### config.mk
export PLATFORM = sky130hd
export DESIGN_NAME = freq_gate_ctrl_flat
export DESIGN_NICKNAME = d
export VERILOG_FILES = /design/src/rtl/freq_gate_ctrl_if.sv /design/src/rtl/freq_gate_ctrl.sv /design/src/flat_wrapper.sv
export SDC_FILE = /design/constraint.sdc
export NUM_CORES = 1
export LEC_CHECK = 0
export ABC_AREA = 1
export CORE_UTILIZATION = 54
export CTS_CLUSTER_SIZE = 24
export DETAILED_ROUTE_END_ITERATION = 16
export PLACE_DENSITY = 0.87
export SYNTH_ARGS = -nofsm -noshare
export SYNTH_HDL_FRONTEND = slang
export SYNTH_SLANG_ARGS = --single-unit
### constraint.sdc
create_clock -name clk -period 3 [get_ports clk]
set_input_delay 0.3 -clock clk [delete_from_list [all_inputs] [get_ports clk]]
set_output_delay 0.3 -clock clk [all_outputs]
set_load 0.05 [all_outputs]
### src/rtl/freq_gate_ctrl_if.sv
// Handshake/result bundle between the frequency-meter sequencer and its
// surroundings: run request, counter-chain taps, gate controls and held result.
interface freq_gate_ctrl_if #(
  parameter int DIG_WIDTH = 8
);
  logic                     run_i;
  logic [DIG_WIDTH*4-1:0]   count_i;
  logic                     cout_i;
  logic                     cnt_rst_o;
  logic                     enable_o;
  logic [DIG_WIDTH*4-1:0]   freq_o;
  logic                     overflow_o;
  logic                     valid_o;
  logic                     busy_o;

  modport master (
    output run_i, count_i, cout_i,
    input  cnt_rst_o, enable_o, freq_o, overflow_o, valid_o, busy_o
  );

  modport slave (
    input  run_i, count_i, cout_i,
    output cnt_rst_o, enable_o, freq_o, overflow_o, valid_o, busy_o
  );
endinterface

### src/rtl/freq_gate_ctrl.sv
// Measurement sequencer: clears and gates the BCD decade counter chain, then
// latches its settled count and a synchronised overflow carry into clk domain.
module freq_gate_ctrl #(
  parameter int DIG_WIDTH     = 8,
  parameter int GATE_CYCLES   = 50000000,
  parameter int CLEAR_CYCLES  = 4,
  parameter int SETTLE_CYCLES = 8
) (
  input  logic              clk,
  input  logic              rst,
  freq_gate_ctrl_if.slave   bus
);

  typedef enum logic [2:0] {
    S_IDLE,
    S_CLEAR,
    S_GATE,
    S_SETTLE,
    S_LATCH
  } state_e;

  localparam int MAX_CS = (CLEAR_CYCLES > SETTLE_CYCLES) ? CLEAR_CYCLES : SETTLE_CYCLES;
  localparam int MAX_PH = (GATE_CYCLES > MAX_CS) ? GATE_CYCLES : MAX_CS;
  localparam int PH_W   = $clog2(MAX_PH) + 1;

  localparam logic [PH_W-1:0] CLEAR_LAST  = PH_W'(CLEAR_CYCLES - 1);
  localparam logic [PH_W-1:0] GATE_LAST   = PH_W'(GATE_CYCLES - 1);
  localparam logic [PH_W-1:0] SETTLE_LAST = PH_W'(SETTLE_CYCLES - 1);

  state_e                 state_q, state_d;
  logic [PH_W-1:0]        phase_q, phase_d;
  logic                   sticky_q, sticky_d;
  logic                   cout_meta_q, cout_sync_q, cout_prev_q;
  logic                   cnt_rst_q, enable_q, valid_q, busy_q, overflow_q;
  logic [DIG_WIDTH*4-1:0] freq_q;
  logic                   cout_rise;

  assign cout_rise = cout_sync_q & ~cout_prev_q;

  // NOTE: every signal written here gets a default first, so no path can leave
  // it unassigned and infer a latch.
  always_comb begin
    state_d  = state_q;
    sticky_d = sticky_q;
    unique case (state_q)
      S_IDLE:   if (bus.run_i) state_d = S_CLEAR;
      S_CLEAR:  if (phase_q == CLEAR_LAST) state_d = S_GATE;
      S_GATE:   if (phase_q == GATE_LAST) state_d = S_SETTLE;
      S_SETTLE: if (phase_q == SETTLE_LAST) state_d = S_LATCH;
      S_LATCH:  state_d = bus.run_i ? S_CLEAR : S_IDLE;
      default:  state_d = S_IDLE;
    endcase

    phase_d = ((state_d != state_q) || (state_q == S_IDLE)) ? '0 : phase_q + PH_W'(1);

    // Carry edges only count while the gate is open or the chain is settling.
    if ((state_d == S_CLEAR) && (state_q != S_CLEAR)) begin
      sticky_d = 1'b0;
    end else if (cout_rise && ((state_q == S_GATE) || (state_q == S_SETTLE))) begin
      sticky_d = 1'b1;
    end
  end

  // NOTE: all state uses non-blocking assignments so every flop samples the
  // pre-edge values, independent of statement order.
  always_ff @(posedge clk) begin
    if (!rst) begin
      state_q     <= S_IDLE;
      phase_q     <= '0;
      sticky_q    <= 1'b0;
      cout_meta_q <= 1'b0;
      cout_sync_q <= 1'b0;
      cout_prev_q <= 1'b0;
      cnt_rst_q   <= 1'b0;
      enable_q    <= 1'b0;
      valid_q     <= 1'b0;
      busy_q      <= 1'b0;
      overflow_q  <= 1'b0;
      freq_q      <= '0;
    end else begin
      state_q     <= state_d;
      phase_q     <= phase_d;
      sticky_q    <= sticky_d;
      cout_meta_q <= bus.cout_i;
      cout_sync_q <= cout_meta_q;
      cout_prev_q <= cout_sync_q;
      // Outputs are decoded from the next state so they line up with state_q.
      cnt_rst_q   <= (state_d == S_GATE) || (state_d == S_SETTLE) || (state_d == S_LATCH);
      enable_q    <= (state_d == S_GATE);
      busy_q      <= (state_d != S_IDLE);
      valid_q     <= (state_q == S_LATCH);
      // The chain has been frozen for SETTLE_CYCLES, so count_i is static here.
      if (state_q == S_LATCH) begin
        freq_q     <= bus.count_i;
        overflow_q <= sticky_q;
      end
    end
  end

  assign bus.cnt_rst_o  = cnt_rst_q;
  assign bus.enable_o   = enable_q;
  assign bus.freq_o     = freq_q;
  assign bus.overflow_o = overflow_q;
  assign bus.valid_o    = valid_q;
  assign bus.busy_o     = busy_q;

endmodule

### src/flat_wrapper.sv
// flat-port wrapper written by rule: the top's interface ports become plain ports
module freq_gate_ctrl_flat 
#(
  parameter int DIG_WIDTH     = 8,
  parameter int GATE_CYCLES   = 50000000,
  parameter int CLEAR_CYCLES  = 4,
  parameter int SETTLE_CYCLES = 8
)
  (clk, rst, bus_run_i, bus_count_i, bus_cout_i, bus_cnt_rst_o, bus_enable_o, bus_freq_o, bus_overflow_o, bus_valid_o, bus_busy_o);
  freq_gate_ctrl_if #(.DIG_WIDTH(DIG_WIDTH)) bus_i ();
  input  logic clk;
  input  logic rst;
  input wire logic [$bits(bus_i.run_i)-1:0] bus_run_i;
  input wire logic [$bits(bus_i.count_i)-1:0] bus_count_i;
  input wire logic [$bits(bus_i.cout_i)-1:0] bus_cout_i;
  output wire logic [$bits(bus_i.cnt_rst_o)-1:0] bus_cnt_rst_o;
  output wire logic [$bits(bus_i.enable_o)-1:0] bus_enable_o;
  output wire logic [$bits(bus_i.freq_o)-1:0] bus_freq_o;
  output wire logic [$bits(bus_i.overflow_o)-1:0] bus_overflow_o;
  output wire logic [$bits(bus_i.valid_o)-1:0] bus_valid_o;
  output wire logic [$bits(bus_i.busy_o)-1:0] bus_busy_o;
  assign bus_i.run_i = bus_run_i;
  assign bus_i.count_i = bus_count_i;
  assign bus_i.cout_i = bus_cout_i;
  assign bus_cnt_rst_o = bus_i.cnt_rst_o;
  assign bus_enable_o = bus_i.enable_o;
  assign bus_freq_o = bus_i.freq_o;
  assign bus_overflow_o = bus_i.overflow_o;
  assign bus_valid_o = bus_i.valid_o;
  assign bus_busy_o = bus_i.busy_o;
  freq_gate_ctrl #(.DIG_WIDTH(DIG_WIDTH), .GATE_CYCLES(GATE_CYCLES), .CLEAR_CYCLES(CLEAR_CYCLES), .SETTLE_CYCLES(SETTLE_CYCLES)) u_core (.clk(clk), .rst(rst), .bus(bus_i));
endmodule
==> flow_summary.json, run 1 <==
{
  "status": "finished, final reports clean",
  "die_y_um": 78.3,
  "synth_fa_ha_area_frac": 0.00796,
  "powerDensity_nw_per_um2": 443,
  "setup_viol": 0,
  "io_buffers": 72,
  "synthDistinctLibCells": 23,
  "postCtsHoldBufs": 0,
  "syn_inst": 443,
  "synth_fp_nets": 481,
  "synth_top_family_by_area": "simple AND/OR/NAND/NOR gates",
  "ctsResizeCount": 0,
  "synthMuxAreaShare": 0,
  "crit_path_max_fanout": 27,
  "rsz0062_at_grt": "no",
  "final_max_slew_viol_count": 0,
  "vias": 2961,
  "dr.pass1.iters": 4,
  "grt_pass1_vias": 2859,
  "nets": 553,
  "worstPathArrival_ns": 2.13,
  "clock_latency_ns": 0.35,
  "min_path_type": "reg -> reg",
  "yosys.area_share.simple": 0.339,
  "cp.required_ns": 3.22,
  "antenna_left": 0,
  "place.gp.congestion": 0.929,
  "ys_warn_count": 0,
  "max-slew-margin-rel": 0.623,
  "area_growth_pct": 29.7,
  "synthXorXnorAreaFrac": 0.0640,
  "drc": 0,
  "fp.dieW_um": 78.3,
  "core_um2": 5570,
  "postLayoutCoreUtil": 0.732,
  "drtIter0Drc": 188,
  "grt_overflow": 0,
  "syn-cell-area_um2": 3150,
  "end_kind": "flip-flop",
  "hold_violations": 0,
  "cts-buffers-inserted": 9,
  "die_area_um2": 6130,
  "clock_sinks": 71,
  "ys_seq_area_frac": 0.452,
  "grt_max_degree": 36,
  "ir_drop_mv": 0.390,
  "wl_per_cell_um": 12.7,
  "start_util": 0.564,
  "grt_antenna_before_repair": 0,
  "clk_path_buf_depth": 2,
  "cts.clk_slew.worst_paths_ns": 0.08,
  "crit_type": "reg -> reg",
  "synth-compound-area-share": 0.0557,
  "fillers": 423,
  "drt-total-wl_mm": 7.52,
  "place_hpwl_mm": 5.25,
  "hold_slack_ns": 0.414,
  "h-tree-depth": 3,
  "dp_cells": 576,
  "viasPerCell": 5.01,
  "ys_ff_latch": 71,
  "min_period_ns": 1.91,
  "drive_gt1_frac": 0.0636,
  "diodes": 0,
  "timing.fmax_mhz": 524,
  "final_cells": 591,
  "cp-start-kind": "flip-flop",
  "root_buffer": "clkbuf_8",
  "maxCapViolCount": 0,
  "setup_tns_ns": 0,
  "num_rows": 27,
  "post-route-period-util": 0.636,
  "cts_tree": "done",
  "ioPinCount": 73,
  "postCtsSetupBuffers": 0,
  "avgSynthCellArea_um2": 7.10,
  "p_leak_nw": 1.53,
  "tightest_slew_ns": 0.564,
  "grt_use_total": 0.260,
  "skew_ns": 0.0115,
  "grt_pass1_wl_mm": 12.5
}
## cells in the final DEF, fill, tap and decap left out
| master | instances |
|---|---|
| a21oi_1 | 1 |
| buf_4 | 3 |
| bufinv_16 | 1 |
| clkbuf_8 | 10 |
| clkdlybuf4s50_1 | 72 |
| clkinv_2 | 1 |
| clkinv_4 | 1 |
| clkinvlp_4 | 2 |
| dfxtp_1 | 71 |
| ha_1 | 2 |
| inv_1 | 43 |
| nand2_1 | 71 |
| nand2_4 | 1 |
| nand3_1 | 21 |
| nand3_2 | 1 |
| nand3b_1 | 1 |
| nand4_1 | 6 |
| nor2_1 | 133 |
| nor2_2 | 12 |
| nor2_4 | 1 |
| nor3_1 | 7 |
| nor3b_1 | 1 |
| o21ai_0 | 34 |
| xnor2_1 | 10 |
| xor2_1 | 13 |
## worst max-delay path, stage by stage, from the launching register on
cell,delay [ns]
dfxtp_1,0.43
ha_1,0.23
nand2_1,0.08
nor2_1,0.09
nand3_1,0.07
nor2_1,0.13
nand2_1,0.08
nand2_1,0.14
nand3_2,0.13
nand2_4,0.31
nor2_1,0.08
## Yosys cell counts
cell	count	area share
nor2_1	133	0.16
buf_1	1	0.0012
nand2_4	1	0.0036
nor3b_1	1	0.0024
ha_1	2	0.0080
inv_1	43	0.051
clkbuf_1	6	0.0072
nand4_1	6	0.012
xor2_1	13	0.036
nand2_1	71	0.085
nor2_4	1	0.0036
nor2_2	12	0.024
buf_2	3	0.0048
nand3b_1	1	0.0024
nand3_2	1	0.0032
buf_6	3	0.011
xnor2_1	10	0.028
nand3_1	21	0.033
nor3_1	7	0.011
o21ai_0	34	0.054
buf_12	1	0.0064
a21oi_1	1	0.0016
dfxtp_1	71	0.45
## stage by stage
step / total power [W] / cell area [µm²] / worst slack [ns]
6_report: 0.00181 / 4080 / 1.09
5_1_grt: 0.00187 / 4080 / 0.924
4_1_cts: 0.00182 / 4080 / 1.12
3_5_place_dp: 0.00106 / 3880 / 1.18
3_3_place_gp: 0.00106 / 3880 / 1.25
2_1_floorplan: 0.00101 / 3150 / 1.40
## layout make-up
| type | count | area (µm²) | share of cell area |
|---|---|---|---|
| clock inverters | 5 | 58.8 | 0.0144 |
| repair buffers | 75 | 743 | 0.182 |
| multi-input cells | 315 | 1470 | 0.360 |
| inverters | 43 | 161 | 0.0396 |
| clock buffers | 10 | 138 | 0.0337 |
| well taps | 72 | 90.1 | 0.0221 |
| flip-flops and latches | 71 | 1420 | 0.348 |
## sequential cells by signal (all words and copies together), names as in the netlist
signal / flops
u_core.bus.enable_o: 1
u_core.bus.busy_o: 1
u_core.cout_sync_q: 1
u_core.bus.cnt_rst_o: 1
u_core.bus.freq_o: 32
u_core.cout_prev_q: 1
u_core.cout_meta_q: 1
u_core.bus.overflow_o: 1
u_core.state_q: 3
u_core.sticky_q: 1
u_core.phase_q: 27
u_core.bus.valid_o: 1
## worst paths after layout
kind | end | slack (ns) | from | cells past startpoint
setup / recovery | u_core.phase_q[19]$_SDFF_PP0_ | 1.09 | u_core.phase_q[0]$_SDFF_PP0_ | 10
hold / removal | u_core.cout_sync_q$_SDFF_PN0_ | 0.41 | u_core.cout_meta_q$_SDFF_PN0_ | 2
setup reg to reg | u_core.phase_q[19]$_SDFF_PP0_ | 1.09 | u_core.phase_q[0]$_SDFF_PP0_ | 10
hold reg to reg | u_core.cout_sync_q$_SDFF_PN0_ | 0.41 | u_core.cout_meta_q$_SDFF_PN0_ | 2
## layer usage
layer	track usage	wire length [µm]
met1	0.308	3290
met2	0.441	3630
met3	0.0430	291
met4	0.152	309
met5	0	0
## where the power goes
group	internal, W	switching, W	total (W)	leakage, nW
Sequential	0.000946	0.00000325	0.000949	0.573
Combinational	0.0000527	0.0000396	0.0000922	0.867
Clock	0.000402	0.000363	0.000765	0.0944
Total	0.00140	0.000406	0.00181	1.53
## cells by family after synthesis
group / after synthesis
AND/OR/NAND/NOR: 255
flip-flops: 71
buffers and inverters: 57
AO/OA/AOI/OAI: 35
XOR/XNOR: 23
adder cells (fa/ha/maj): 2
Power figures use the tool's default switching activity.
==> run 2, diff against run 1 <==
Settings changed: CORE_UTILIZATION 54 to 45, PLACE_DENSITY 0.87 to 0.78.
Clock period 3 ns to 1.7 ns, I/O delays scaled along.
==> flow_summary.json, run 2 (same netlist as run 1, synthesis figures left out) <==
{
  "dr.pass1.iters": 4,
  "grt_pass1_vias": 2767,
  "hold_violations": 0,
  "core_um2": 6760,
  "antenna_left": 0,
  "cts-buffers-inserted": 9,
  "io_buffers": 72,
  "use_met2": 0.362,
  "p_seq_frac": 0.527,
  "setup_tns_ns": -0.240,
  "rsz0062_at_grt": "yes",
  "tightest_slew_ns": 0.527,
  "clock_latency_ns": 0.35,
  "postLayoutCoreUtil": 0.652,
  "power_frac_comb": 0.060,
  "top_usage_layer": "met2",
  "p_clk_frac": 0.414,
  "status": "finished with violations",
  "powerDensity_nw_per_um2": 721,
  "wl_per_cell_um": 13.2,
  "num_rows": 30,
  "area_growth_pct": 40.1,
  "use_met3": 0.0568,
  "post-route-period-util": 1.02,
  "max-slew-margin-rel": 0.648,
  "holdCritStartpoint": "bus_cout_i",
  "min_period_ns": 1.73,
  "drive_gt1_frac": 0.155,
  "grt_use_total": 0.214,
  "rrSetupSlack_ns": -0.03,
  "grt_use_met1": 0.257,
  "cp.required_ns": 1.94,
  "place_hpwl_mm": 5.48,
  "setup_viol": 13,
  "crit_chain": "ha_4 -> nand2_1 -> nor2_1 -> nand3_1 -> nor2_2 -> nand2_2 -> nand2_4 -> nand3_2 -> nand2_4 -> clkbuf_16 -> nor2_2",
  "final_max_slew_viol_count": 0,
  "largest_register_ffs": 32,
  "worstPathArrival_ns": 1.97,
  "viasPerCell": 5.02,
  "register_area_um2": 1440,
  "end_kind": "flip-flop",
  "drc": 0,
  "cp-start-kind": "flip-flop",
  "root_buffer": "clkbuf_8",
  "grt_pass1_wl_mm": 12.4,
  "final_common_cell": "nor2_1",
  "ir_drop_mv": 0.467,
  "maxCapViolCount": 0,
  "fp.dieW_um": 85.6,
  "nets": 570,
  "crit_path_max_fanout": 7,
  "ioPinCount": 73,
  "fin_ws_ns": -0.0300,
  "vias": 3090,
  "clk_path_buf_depth": 2,
  "h-tree-depth": 3,
  "fillers": 555,
  "timing.fmax_mhz": 578,
  "skew_ns": 0.00826,
  "die_y_um": 85.6,
  "die_area_um2": 7330,
  "postCtsHoldBufs": 0,
  "layout_common_cells": "nor2_1 (123), nand2_1 (67), dfxtp_1 (61), clkdlybuf4s50_1 (55), inv_1 (43)",
  "switchingPower_w": 0.000733,
  "violations": "setup timing",
  "cts_tree": "done",
  "place.gp.congestion": 0.841,
  "drt-total-wl_mm": 8.10,
  "rr_worst_depth": 11,
  "timing.rr.end": "u_core.phase_q[8]$_SDFF_PP0_",
  "multi_input_area_um2": 1550,
  "drtIter0Drc": 225,
  "grt_overflow": 0,
  "crit_type": "reg -> reg",
  "cell_internal_pwr_w": 0.00244,
  "diodes": 0,
  "p_sw_frac": 0.231,
  "min_path_type": "in -> reg",
  "grt_max_degree": 42,
  "max_stage_delay_ns": 0.38,
  "p_leak_nw": 1.90,
  "start_util": 0.466,
  "holdPathStages": 3,
  "path_buf_inv": 1,
  "clock_sinks": 71,
  "cts.clk_slew.worst_paths_ns": 0.07,
  "hold_end": "u_core.cout_meta_q$_SDFF_PN0_",
  "critPathTopFamily": "simple AND/OR/NAND/NOR gates",
  "grt_antenna_before_repair": 0,
  "critical_path.slowest_cell": "dfxtp_4",
  "reg2reg_from": "u_core.phase_q[0]$_SDFF_PP0_"
}
==> run 2: changes by cell type in the layout (fill, tap and decap cells not counted), moves of 3 or more <==
cell             previous run  this run
clkdlybuf4s50_1            72        55
nand2_2                     0         3
dlymetal6s2s_1              0        13
dfxtp_2                     0         8
nand2_1                    71        67
buf_12                      0         3
dfxtp_1                    71        61
buf_4                       3        19
nor2_1                    133       123
nor2_2                     12        21
==> run 2: layer usage <==
layer	vias up	wire length (µm)
li1	1542	-
met1	1423	3490
met2	106	4010
met3	19	431
met4	0	176
met5	-	0
==> run 2: worst max path at each step <==
| stage | startpoint | endpoint | slack (ns) | depth (start not counted) |
|---|---|---|---|---|
| floorplan | u_core.phase_q[0]$_SDFF_PP0_ | u_core.phase_q[14]$_SDFF_PP0_ | 0.1 | 11 |
| global placement | u_core.phase_q[1]$_SDFF_PP0_ | u_core.phase_q[15]$_SDFF_PP0_ | 0.09 | 11 |
| detailed placement | u_core.phase_q[1]$_SDFF_PP0_ | u_core.phase_q[4]$_SDFF_PP0_ | 0.01 | 11 |
| CTS | u_core.phase_q[0]$_SDFF_PP0_ | u_core.phase_q[15]$_SDFF_PP0_ | 0.001 | 11 |
| global route | u_core.phase_q[0]$_SDFF_PP0_ | u_core.phase_q[8]$_SDFF_PP0_ | -0.10 | 11 |
| finish | u_core.phase_q[0]$_SDFF_PP0_ | u_core.phase_q[8]$_SDFF_PP0_ | -0.03 | 11 |
==> run 2: layout make-up <==
class / count / share of cell area
clock buffer: 9 / 0.0281
clock inverter: 6 / 0.0142
inverter: 43 / 0.0366
multi-input combinational: 315 / 0.352
sequential: 71 / 0.327
tap: 80 / 0.0227
timing repair buffer: 92 / 0.219
==> run 2: through the flow <==
step           power [W]  hold WS, ns  setup WS [ns]  instances  area, µm²
4_1_cts          0.00317        0.375        0.00109        612       4210
3_3_place_gp     0.00188        0.395         0.0857        597       4020
3_5_place_dp     0.00188        0.407         0.0144        597       4020
5_1_grt          0.00328        0.384         -0.104        616       4410
2_1_floorplan    0.00178        0.260         0.0989        443       3150
6_report         0.00318        0.373        -0.0300        616       4410
==> run 2: tightest hold or removal path: stages <==
cell,delay (ns)
clkdlybuf4s50_1,0.41
nand2_1,0.07
inv_1,0.03
==> run 2: repair_timing <==
item | CTS | global route
setup buffers | 0 | 2
pin swaps | 0 | 3
setup endpoints to repair | 15 | 45
gates resized for setup | 2 | 46
gates cloned | 0 | 2
==> run 2: power groups by stage <==
stage | clock [W] | sequential (W) | combinational [W]
final | 0.00131 | 0.00167 | 0.000189
after global routing | 0.00141 | 0.00167 | 0.000204
after CTS | 0.00132 | 0.00167 | 0.000173
after detailed placement | 0 | 0.00171 | 0.000171
after global placement | 0 | 0.00171 | 0.000169
after floorplan | 0 | 0.00172 | 0.0000639
